$ cat src/rtl/uart_rst_seq.sv
// ---------------------------------------------------------------------------
// uart_rst_seq
// Reset sequencer for the UART core. After the synchronized reset falls it
// keeps every submodule in reset for HOLD_CYC cycles, then releases the baud
// generator. It waits for the first baud tick, then releases the receiver.
// After GAP_CYC further cycles it releases the transmitter and reports ready.
// A host soft reset is accepted only while running. Resets are re-asserted
// only once the transmitter has finished its current frame.
//
// Optional feature macro: RSTSEQ_WDOG_EN
//   When this macro is defined, a watchdog limits the wait for the first baud
//   tick to WDOG_CYC cycles. On expiry the sequencer sets the sticky
//   wdog_err_o flag and retries from HOLD. Without the macro, wdog_err_o is
//   tied to 0.
//
// Ports:
//   clk         in   system clock, all logic on posedge
//   reset       in   synchronous active-high reset
//   baud_tick   in   one-cycle strobe from the baud generator
//   tx_busy     in   transmitter is mid-frame
//   soft_req    in   host soft-reset request (level)
//   soft_ack    out  one-cycle pulse: soft reset accepted, resets re-asserted
//   rst_baud_o  out  baud generator reset, active-high
//   rst_rx_o    out  receiver reset, active-high
//   rst_tx_o    out  transmitter reset, active-high
//   ready_o     out  all submodules released and running
//   wdog_err_o  out  sticky baud-tick watchdog expiry flag
// ---------------------------------------------------------------------------
module uart_rst_seq #(
  parameter int HOLD_CYC = 16,
  parameter int GAP_CYC  = 4,
  parameter int WDOG_CYC = 1023
) (
  input  logic clk,
  input  logic reset,
  input  logic baud_tick,
  input  logic tx_busy,
  input  logic soft_req,
  output logic soft_ack,
  output logic rst_baud_o,
  output logic rst_rx_o,
  output logic rst_tx_o,
  output logic ready_o,
  output logic wdog_err_o
);

  localparam int MAX_HG  = (HOLD_CYC > GAP_CYC) ? HOLD_CYC : GAP_CYC;
  localparam int MAX_CYC = (MAX_HG > WDOG_CYC) ? MAX_HG : WDOG_CYC;
  localparam int CNT_W   = $clog2(MAX_CYC + 1);

  localparam logic [CNT_W-1:0] HOLD_LAST = CNT_W'(HOLD_CYC - 1);
  localparam logic [CNT_W-1:0] GAP_LAST  = CNT_W'(GAP_CYC - 1);

  localparam logic [2:0] S_HOLD    = 3'd0;
  localparam logic [2:0] S_BAUD_UP = 3'd1;
  localparam logic [2:0] S_RX_UP   = 3'd2;
  localparam logic [2:0] S_RUN     = 3'd3;
  localparam logic [2:0] S_DRAIN   = 3'd4;
  localparam logic [2:0] S_ACK     = 3'd5;

  logic [2:0]       r_state;
  logic [2:0]       w_next_state;
  logic [CNT_W-1:0] r_cnt;
  logic             w_cnt_en;

`ifdef RSTSEQ_WDOG_EN
  localparam logic [CNT_W-1:0] WDOG_LAST = CNT_W'(WDOG_CYC - 1);
  logic r_wdog_err;
  logic w_wdog_trip;
`endif

  // Next-state and counter-enable decode
  always_comb begin
    w_next_state = r_state;
    w_cnt_en     = 1'b0;
`ifdef RSTSEQ_WDOG_EN
    w_wdog_trip  = 1'b0;
`endif
    case (r_state)
      S_HOLD: begin
        w_cnt_en = 1'b1;
        if (r_cnt == HOLD_LAST) w_next_state = S_BAUD_UP;
      end
      S_BAUD_UP: begin
`ifdef RSTSEQ_WDOG_EN
        w_cnt_en = 1'b1;
        // A tick on the expiry edge still counts as success.
        if (baud_tick) begin
          w_next_state = S_RX_UP;
        end else if (r_cnt == WDOG_LAST) begin
          w_next_state = S_HOLD;
          w_wdog_trip  = 1'b1;
        end
`else
        if (baud_tick) w_next_state = S_RX_UP;
`endif
      end
      S_RX_UP: begin
        w_cnt_en = 1'b1;
        if (r_cnt == GAP_LAST) w_next_state = S_RUN;
      end
      S_RUN: begin
        if (soft_req) w_next_state = S_DRAIN;
      end
      S_DRAIN: begin
        if (!tx_busy) w_next_state = S_ACK;
      end
      S_ACK: begin
        w_next_state = S_HOLD;
      end
      default: begin
        w_next_state = S_HOLD;
      end
    endcase
  end

  // State and shared counter; counter restarts from zero on every transition
  always_ff @(posedge clk) begin
    if (reset) begin
      r_state <= S_HOLD;
      r_cnt   <= '0;
    end else begin
      r_state <= w_next_state;
      if (w_next_state != r_state) begin
        r_cnt <= '0;
      end else if (w_cnt_en) begin
        r_cnt <= r_cnt + 1'b1;
      end
    end
  end

`ifdef RSTSEQ_WDOG_EN
  // Sticky error flag: only the external reset clears it
  always_ff @(posedge clk) begin
    if (reset) begin
      r_wdog_err <= 1'b0;
    end else if (w_wdog_trip) begin
      r_wdog_err <= 1'b1;
    end
  end

  assign wdog_err_o = r_wdog_err;
`else
  assign wdog_err_o = 1'b0;
`endif

  // Moore output decode from the registered state
  always_comb begin
    rst_baud_o = 1'b1;
    rst_rx_o   = 1'b1;
    rst_tx_o   = 1'b1;
    ready_o    = 1'b0;
    soft_ack   = 1'b0;
    case (r_state)
      S_HOLD: begin
        rst_baud_o = 1'b1;
        rst_rx_o   = 1'b1;
        rst_tx_o   = 1'b1;
      end
      S_BAUD_UP: begin
        rst_baud_o = 1'b0;
      end
      S_RX_UP: begin
        rst_baud_o = 1'b0;
        rst_rx_o   = 1'b0;
      end
      S_RUN: begin
        rst_baud_o = 1'b0;
        rst_rx_o   = 1'b0;
        rst_tx_o   = 1'b0;
        ready_o    = 1'b1;
      end
      S_DRAIN: begin
        rst_baud_o = 1'b0;
        rst_rx_o   = 1'b0;
        rst_tx_o   = 1'b0;
      end
      S_ACK: begin
        soft_ack = 1'b1;
      end
      default: begin
        rst_baud_o = 1'b1;
      end
    endcase
  end

endmodule

$ cat config.mk
export PLATFORM = sky130hd
export DESIGN_NAME = uart_rst_seq
export DESIGN_NICKNAME = d
export VERILOG_FILES = /design/src/rtl/uart_rst_seq.sv
export SDC_FILE = /design/constraint.sdc
export NUM_CORES = 1
export LEC_CHECK = 0
export BUFFER_PORTS_ARGS = -buffer_cell sky130_fd_sc_hd__buf_2
export CAP_MARGIN = 20
export CELL_PAD_IN_SITES_DETAIL_PLACEMENT = 1
export CELL_PAD_IN_SITES_GLOBAL_PLACEMENT = 1
export CORE_MARGIN = 4
export CORE_UTILIZATION = 35
export DETAILED_ROUTE_END_ITERATION = 6
export GPL_TIMING_DRIVEN = 0
export PLACE_DENSITY_LB_ADDON = 0.15
export SLEW_MARGIN = 40
export SYNTH_ARGS = -nofsm -noshare
export SYNTH_HDL_FRONTEND = slang
export SYNTH_SLANG_ARGS = --single-unit
$ cat constraint.sdc
create_clock -name clk -period 1.4 [get_ports clk]
set_input_delay 0 -clock clk [delete_from_list [all_inputs] [get_ports clk]]
set_output_delay 0 -clock clk [all_outputs]
set_load 0.01 [all_outputs]
==> results of run 1 <==
-- worst reg2reg max path, stage by stage, from the launching register on --
cell,delay (ps)
dfxtp_4,390
ha_4,150
or3b_4,400
nor3_4,210
xnor2_1,130
nor2_1,50
-- per-stage QoR --
step | worst slack, ps | hold slack, ps | utilization, % | std cells | power (µW)
finish | -29.6 | 100 | 53.1 | 141 | 712
global route | -97.7 | 87.0 | 53.1 | 141 | 755
CTS | -17.2 | 90.6 | 47.8 | 136 | 708
detailed placement | -146 | 237 | 42.6 | 130 | 451
global placement | -99.1 | 232 | 42.6 | 130 | 448
floorplan | 8.46 | 69.1 | - | 94 | 430
-- flip-flops by register name, summed over array words and instances (netlist names) --
register	cells
r_state	3
r_cnt	10
-- routing by layer --
| metal | global-route usage (%) | wire length [µm] | vias up |
|---|---|---|---|
| li1 | - | - | 374 |
| met1 | 22.5 | 1050 | 378 |
| met2 | 23.3 | 1060 | 4 |
| met3 | 3.27 | 36 | 2 |
| met4 | 4.98 | 13 | 0 |
| met5 | 0 | 0 | - |
-- how the worst max path moves through the flow --
stage	slack, ps	endpoint
floorplan	8	r_cnt[6]$_SDFFE_PP0P_
global placement	-100	r_cnt[5]$_SDFFE_PP0P_
finish	-30	r_cnt[6]$_SDFFE_PP0P_
global route	-100	r_cnt[6]$_SDFFE_PP0P_
CTS	-20	r_cnt[6]$_SDFFE_PP0P_
detailed placement	-150	r_cnt[7]$_SDFFE_PP0P_
-- placed cells by master, fill, tap and decap left out, types with 2 or more instances in the layout --
master	count
nor2_1	13
buf_4	5
nand3_1	3
dfxtp_4	3
nor4_2	2
nor3_1	2
nand2b_1	2
inv_1	5
dfxtp_1	8
xor2_1	2
clkbuf_4	3
buf_6	2
nor3b_1	2
nand2_1	6
dlygate4sd3_1	2
buf_2	9
dfxtp_2	2
o22ai_1	3
xnor2_1	6
a21oi_1	3
-- cell families after synthesis --
logic type	share of synthesized area, %
simple gates	29.4
compound gates	16.5
flops	34.4
buf+inv	6.78
xor+xnor	9.26
fa+ha+maj	1.65
other cells	0.495
mux	1.49
-- power by group through the flow --
stage          registers, µW  logic (µW)  clock network, µW
4_1_cts                  390        65.0                253
5_1_grt                  390        79.5                285
6_report                 388        70.6                253
3_3_place_gp             396        52.6                  0
2_1_floorplan            394        36.3                  0
3_5_place_dp             396        54.6                  0
-- area by class of cell --
class	count	area (µm²)	area share, %
buffer	4	45.0	4.24
clock buffer	3	22.5	2.12
clock inverter	1	5.00	0.471
inverter	6	26.3	2.47
multi-input combinational	71	536	50.4
sequential	13	274	25.8
tap	27	33.8	3.18
timing repair buffer	16	120	11.3
-- timing repair --
action,in CTS,in global routing
setup endpoints to repair,10,13
pin swaps,0,3
resized for setup,14,13
buffers inserted,0,4
cloned,0,1
hold buffers,2,0
hold endpoints to repair,3,0
==> impl_results.md, run 1 <==
* CTS Root Cell: clkbuf_4
* CP max stage delay at 400 ps
* Top cells by count, synth: 14 x nor2_1, 13 x dfxtp_1, 6 x inv_1, 6 x nand2_1, 6 x xnor2_1
* Most used DFF post-synth: dfxtp_1
* CTS tree: yes
* Num CTS Buffers at 3
* Total number of vias at 758
* Min-Delay Path Class: in2reg
* First-pass GRT wire length at 3340 µm
* Total gr overflow at 0
* GRT Total Usage at 15.8%
* Slowest cell on crit path: or3b_4
* Failing checks: setup timing
* Fin area at 1060 µm²
* RSZ-0062 raised after global routing: true
* Area Overhead vs Synth at 40.3%
* Clock buffer depth at 2
* H-tree levels at 1
* Worst Setup End Kind: register
* First-pass DRT Iterations at 4
* WS Path Type: reg2reg
* DR WL/cell at 15.3 µm
* Largest net degree at the start of global routing at 11
* Die Y at 54.5 µm
* Sw Pwr at 194 µW
* R2r setup slk at -30 ps
* Count leader, synth: nor2_1
* Pwr Density at 670 nW/µm²
* Cells after Synth at 94
* Post-synthesis cell type count at 36
* Sequential share of power at 54.5%
* Vias per cell at 5.38
* R2R Path Start: r_cnt[0]$_SDFFE_PP0P_
* Antenna-violating nets left at 0
* Final #Nets at 121
* Top-area cell type share of the netlist area at 34.4%
* Worst path arrival time at 1620 ps
* Startpoint type of the worst setup path: register
* Post-Route WL at 2160 µm
* Initial DRC Count at 9
* CP cell instances: ha_4, or3b_4, nor3_4, xnor2_1, nor2_1
* EDFF count, synth at 0
* P_leak at 0.000379 µW
* Vias in the first global route at 717
* Hold wc startpoint: tx_busy
* DRC Markers at 0
* Most area-hungry cell type in the Yosys netlist: dfxtp_1
* Initial antenna violation count at 0
* CP delay by family, top: simple AND/OR/NAND/NOR gates
* Setup Skew at 11.7 ps
* FF-to-FF End: r_cnt[6]$_SDFFE_PP0P_
* Logic gate share of total power at 9.9%
* Peak supply drop at 0.000540 V
* WHS Path Cells at 3
* Die width at 54.5 µm
* Cell area after placement at 852 µm²
* Run status: complete, but fails checks
* Async set-reset flop share out of synthesis at 0%
* Yosys warns at 0
* Site Rows at 16
* Setup violators final at 5
* Minimum clock period at 1430 ps
* Synth Net Count at 100
* CP Launch Point: r_cnt[0]$_SDFFE_PP0P_
* Fill cells at 252
* Count of pins on the block boundary at 11
* Reg clk slew, reported paths at 100 ps
* Core area at 2000 µm²
* Share of cells above drive strength 1 at 37.7%
* Initial Util at 37.8%
* Pint at 518 µW
* Critical path depth in cells at 5
* Crit path max fanout at 5
* GPL Wtd Cong at 0.678
* Number of synthesized register bits at 13
* Max Cap Viol at 0
* DP Wirelength at 1460 µm
* Clock power share at 35.6%
* Ant. Diodes at 0
* Avg Inst Size Synth at 8.05 µm²
* Worst Setup Slack, final at -29.6 ps
* Pins Over Slew Limit at 0
* Worst-case reg-to-reg path depth at 5
* Setup TNS at -55.3 ps
* Synth top area cells: dfxtp_1 34%, nor2_1 6.9%, xnor2_1 6.9%
* Area of the die at 2970 µm²
* Final hold violation count at 0
* Buf/Inv on CP at 0
* Sequential fraction of the synthesis area at 34.4%
* Synthesized cell area at 757 µm²
* Fmax at 0.699 GHz
* Clock Latency Late Sink at 290 ps
* Clk sinks at 13
* Final worst path period share at 102%
* CP Data Required Time at 1590 ps
* I/O Buffers at 9
* Hold path endpoint: r_state[0]$_SDFF_PP0_
* Sw frac at 27.3%
No activity file was read; power rests on OpenSTA's default activity.
==> run 2, diff against run 1 <==
--- a/config.mk
+++ b/config.mk
@@ -5,6 +5,7 @@
 export SDC_FILE = /design/constraint.sdc
 export NUM_CORES = 1
 export LEC_CHECK = 0
+export ABC_CLOCK_PERIOD_IN_PS = 1400
 export BUFFER_PORTS_ARGS = -buffer_cell sky130_fd_sc_hd__buf_2
 export CAP_MARGIN = 20
 export CELL_PAD_IN_SITES_DETAIL_PLACEMENT = 1
@@ -18,3 +19,4 @@
 export SYNTH_ARGS = -nofsm -noshare
 export SYNTH_HDL_FRONTEND = slang
 export SYNTH_SLANG_ARGS = --single-unit
+export TNS_END_PERCENT = 30
==> run 2 against run 1 <==
Net effect:
- the run still ends with setup timing left
- register-to-register slack improved by 20 ps
- routed wire length increased by 10%
- first-iteration DRC count shrank 22%
- clock skew down 6.2 ps
- die area unchanged
- maximum frequency increased by 1.4%
- cell count up 1.4%
- largest power group unchanged
- highest routed layer unchanged
==> impl_results.md, run 2 (same netlist as run 1, synthesis figures left out) <==
* Run status: complete, but fails checks
* Failing checks: setup timing
* First-pass DRT Iterations at 4
* Most flops, register: r_cnt
* Share of cells above drive strength 1 at 44.0%
* Pwr Density at 644 nW/µm²
* H-tree levels at 1
* Vias per cell at 5.43
* Clock Latency Late Sink at 280 ps
* Min-Delay Path Class: in2reg
* Initial antenna violation count at 0
* DRC Markers at 0
* Buf/Inv on CP at 1
* Worst Setup Slack, final at -9.41 ps
* Peak supply drop at 0.000498 V
* Pins Over Slew Limit at 0
* Final worst path period share at 101%
* Post-Route WL at 2380 µm
* Num CTS Buffers at 3
* Largest regs: r_cnt: 10 flops, r_state: 3 flops
* Initial DRC Count at 7
* Initial Util at 37.8%
* Site Rows at 16
* Fmax at 0.710 GHz
* Total number of vias at 777
* Startpoint type of the worst setup path: register
* Most frequent cells in the layout: 13 x nor2_1, 9 x buf_2, 7 x dfxtp_1
* Area of the die at 2970 µm²
* Most common cell after layout, fill and taps aside: nor2_1
* Final hold violation count at 0
* CTS tree: yes
* Max Cap Viol at 0
* Die width at 54.5 µm
* Final #Nets at 123
* Max reg flops at 10
* CP delay by family, top: compound AO/OA/AOI/OAI gates
* Largest net degree at the start of global routing at 11
* WS Path Type: reg2reg
* CP cell instances: buf_6, and3b_2, o2111ai_2, nand3b_1, o32ai_2
* I/O Buffers at 9
* CP max stage delay at 360 ps
* CP Data Required Time at 1600 ps
* Count of pins on the block boundary at 11
* Fin area at 1110 µm²
* Reg clk slew, reported paths at 90 ps
* Setup TNS at -9.41 ps
* Total gr overflow at 0
* RSZ-0062 raised after global routing: true
* Setup violators final at 1
* Crit path max fanout at 6
* GRT Total Usage at 15.6%
* Setup Skew at 5.48 ps
* Area Overhead vs Synth at 46.9%
* DP Wirelength at 1460 µm
* Worst Setup End Kind: register
* Cell area after placement at 852 µm²
* Slowest cell on crit path: dfxtp_2
* Antenna-violating nets left at 0
* First-pass GRT wire length at 3340 µm
* Ant. Diodes at 0
* DR WL/cell at 16.6 µm
* P_leak at 0.000415 µW
* Minimum clock period at 1410 ps
* Core area at 2000 µm²
* Worst path arrival time at 1610 ps
* Die Y at 54.5 µm
* GPL Wtd Cong at 0.678
* Vias in the first global route at 709
* Clk sinks at 13
* CTS Root Cell: clkbuf_4
* Clock buffer depth at 2
## run 2: layer usage
layer | GRT usage (%) | wire (µm) | part of all wire [%]
met1 | 22.2 | 1140 | 48
met3 | 3.27 | 94 | 3.9
met5 | 0 | 0 | 0
met4 | 4.98 | 23 | 0.97
met2 | 23.3 | 1120 | 47
## run 2: where the power goes
| part | leakage, µW | switching, µW | internal, µW |
|---|---|---|---|
| Clock | 0.0000177 | 143 | 106 |
| Sequential | 0.000109 | 13.9 | 376 |
| Combinational | 0.000289 | 38.9 | 38.9 |
## run 2: worst paths after layout
check                                      startpoint                     to  slack, ps  cells after the start
worst min register to register  r_cnt[0]$_SDFFE_PP0P_  r_cnt[0]$_SDFFE_PP0P_        510                      1
worst max register to register  r_state[1]$_SDFF_PP0_  r_cnt[2]$_SDFFE_PP0P_         -9                      5
worst min-delay path                          tx_busy  r_state[0]$_SDFF_PP0_         90                      3
worst max-delay path            r_state[1]$_SDFF_PP0_  r_cnt[2]$_SDFFE_PP0P_         -9                      5
## run 2: final cells by class
| class | count | area (µm²) |
|---|---|---|
| Clock inverter | 1 | 5.00 |
| Multi-Input combinational cell | 71 | 572 |
| Buffer | 4 | 45.0 |
| Sequential cell | 13 | 275 |
| Timing Repair Buffer | 18 | 133 |
| Clock buffer | 3 | 22.5 |
| Tap cell | 27 | 33.8 |
| Inverter | 6 | 26.3 |
| Fill cell | 251 | 890 |
## run 2: worst reg2reg max path, cell delays in order (launching register included)
cell	delay, ps
dfxtp_2	360
buf_6	130
and3b_2	220
o2111ai_2	160
nand3b_1	190
o32ai_2	270
## run 2: what timing repair did
action	in CTS	in global routing
gates resized for setup	11	23
hold endpoints to repair	3	0
hold buffers	2	0
endpoints found under the setup margin	10	13
pin swaps	0	8
setup buffers	0	6
gates cloned	0	1
## run 2: through the flow
stage	cells	power (µW)	hold slack (ps)	util, %	setup slack (ps)
final	143	717	93.2	55.6	-9.41
after global routing	143	757	88.4	55.6	-86.8
after CTS	136	709	90.6	47.3	-35.8
after detailed placement	130	451	237	42.6	-146
after global placement	130	448	232	42.6	-99.1
after floorplan	94	430	69.1	-	8.46
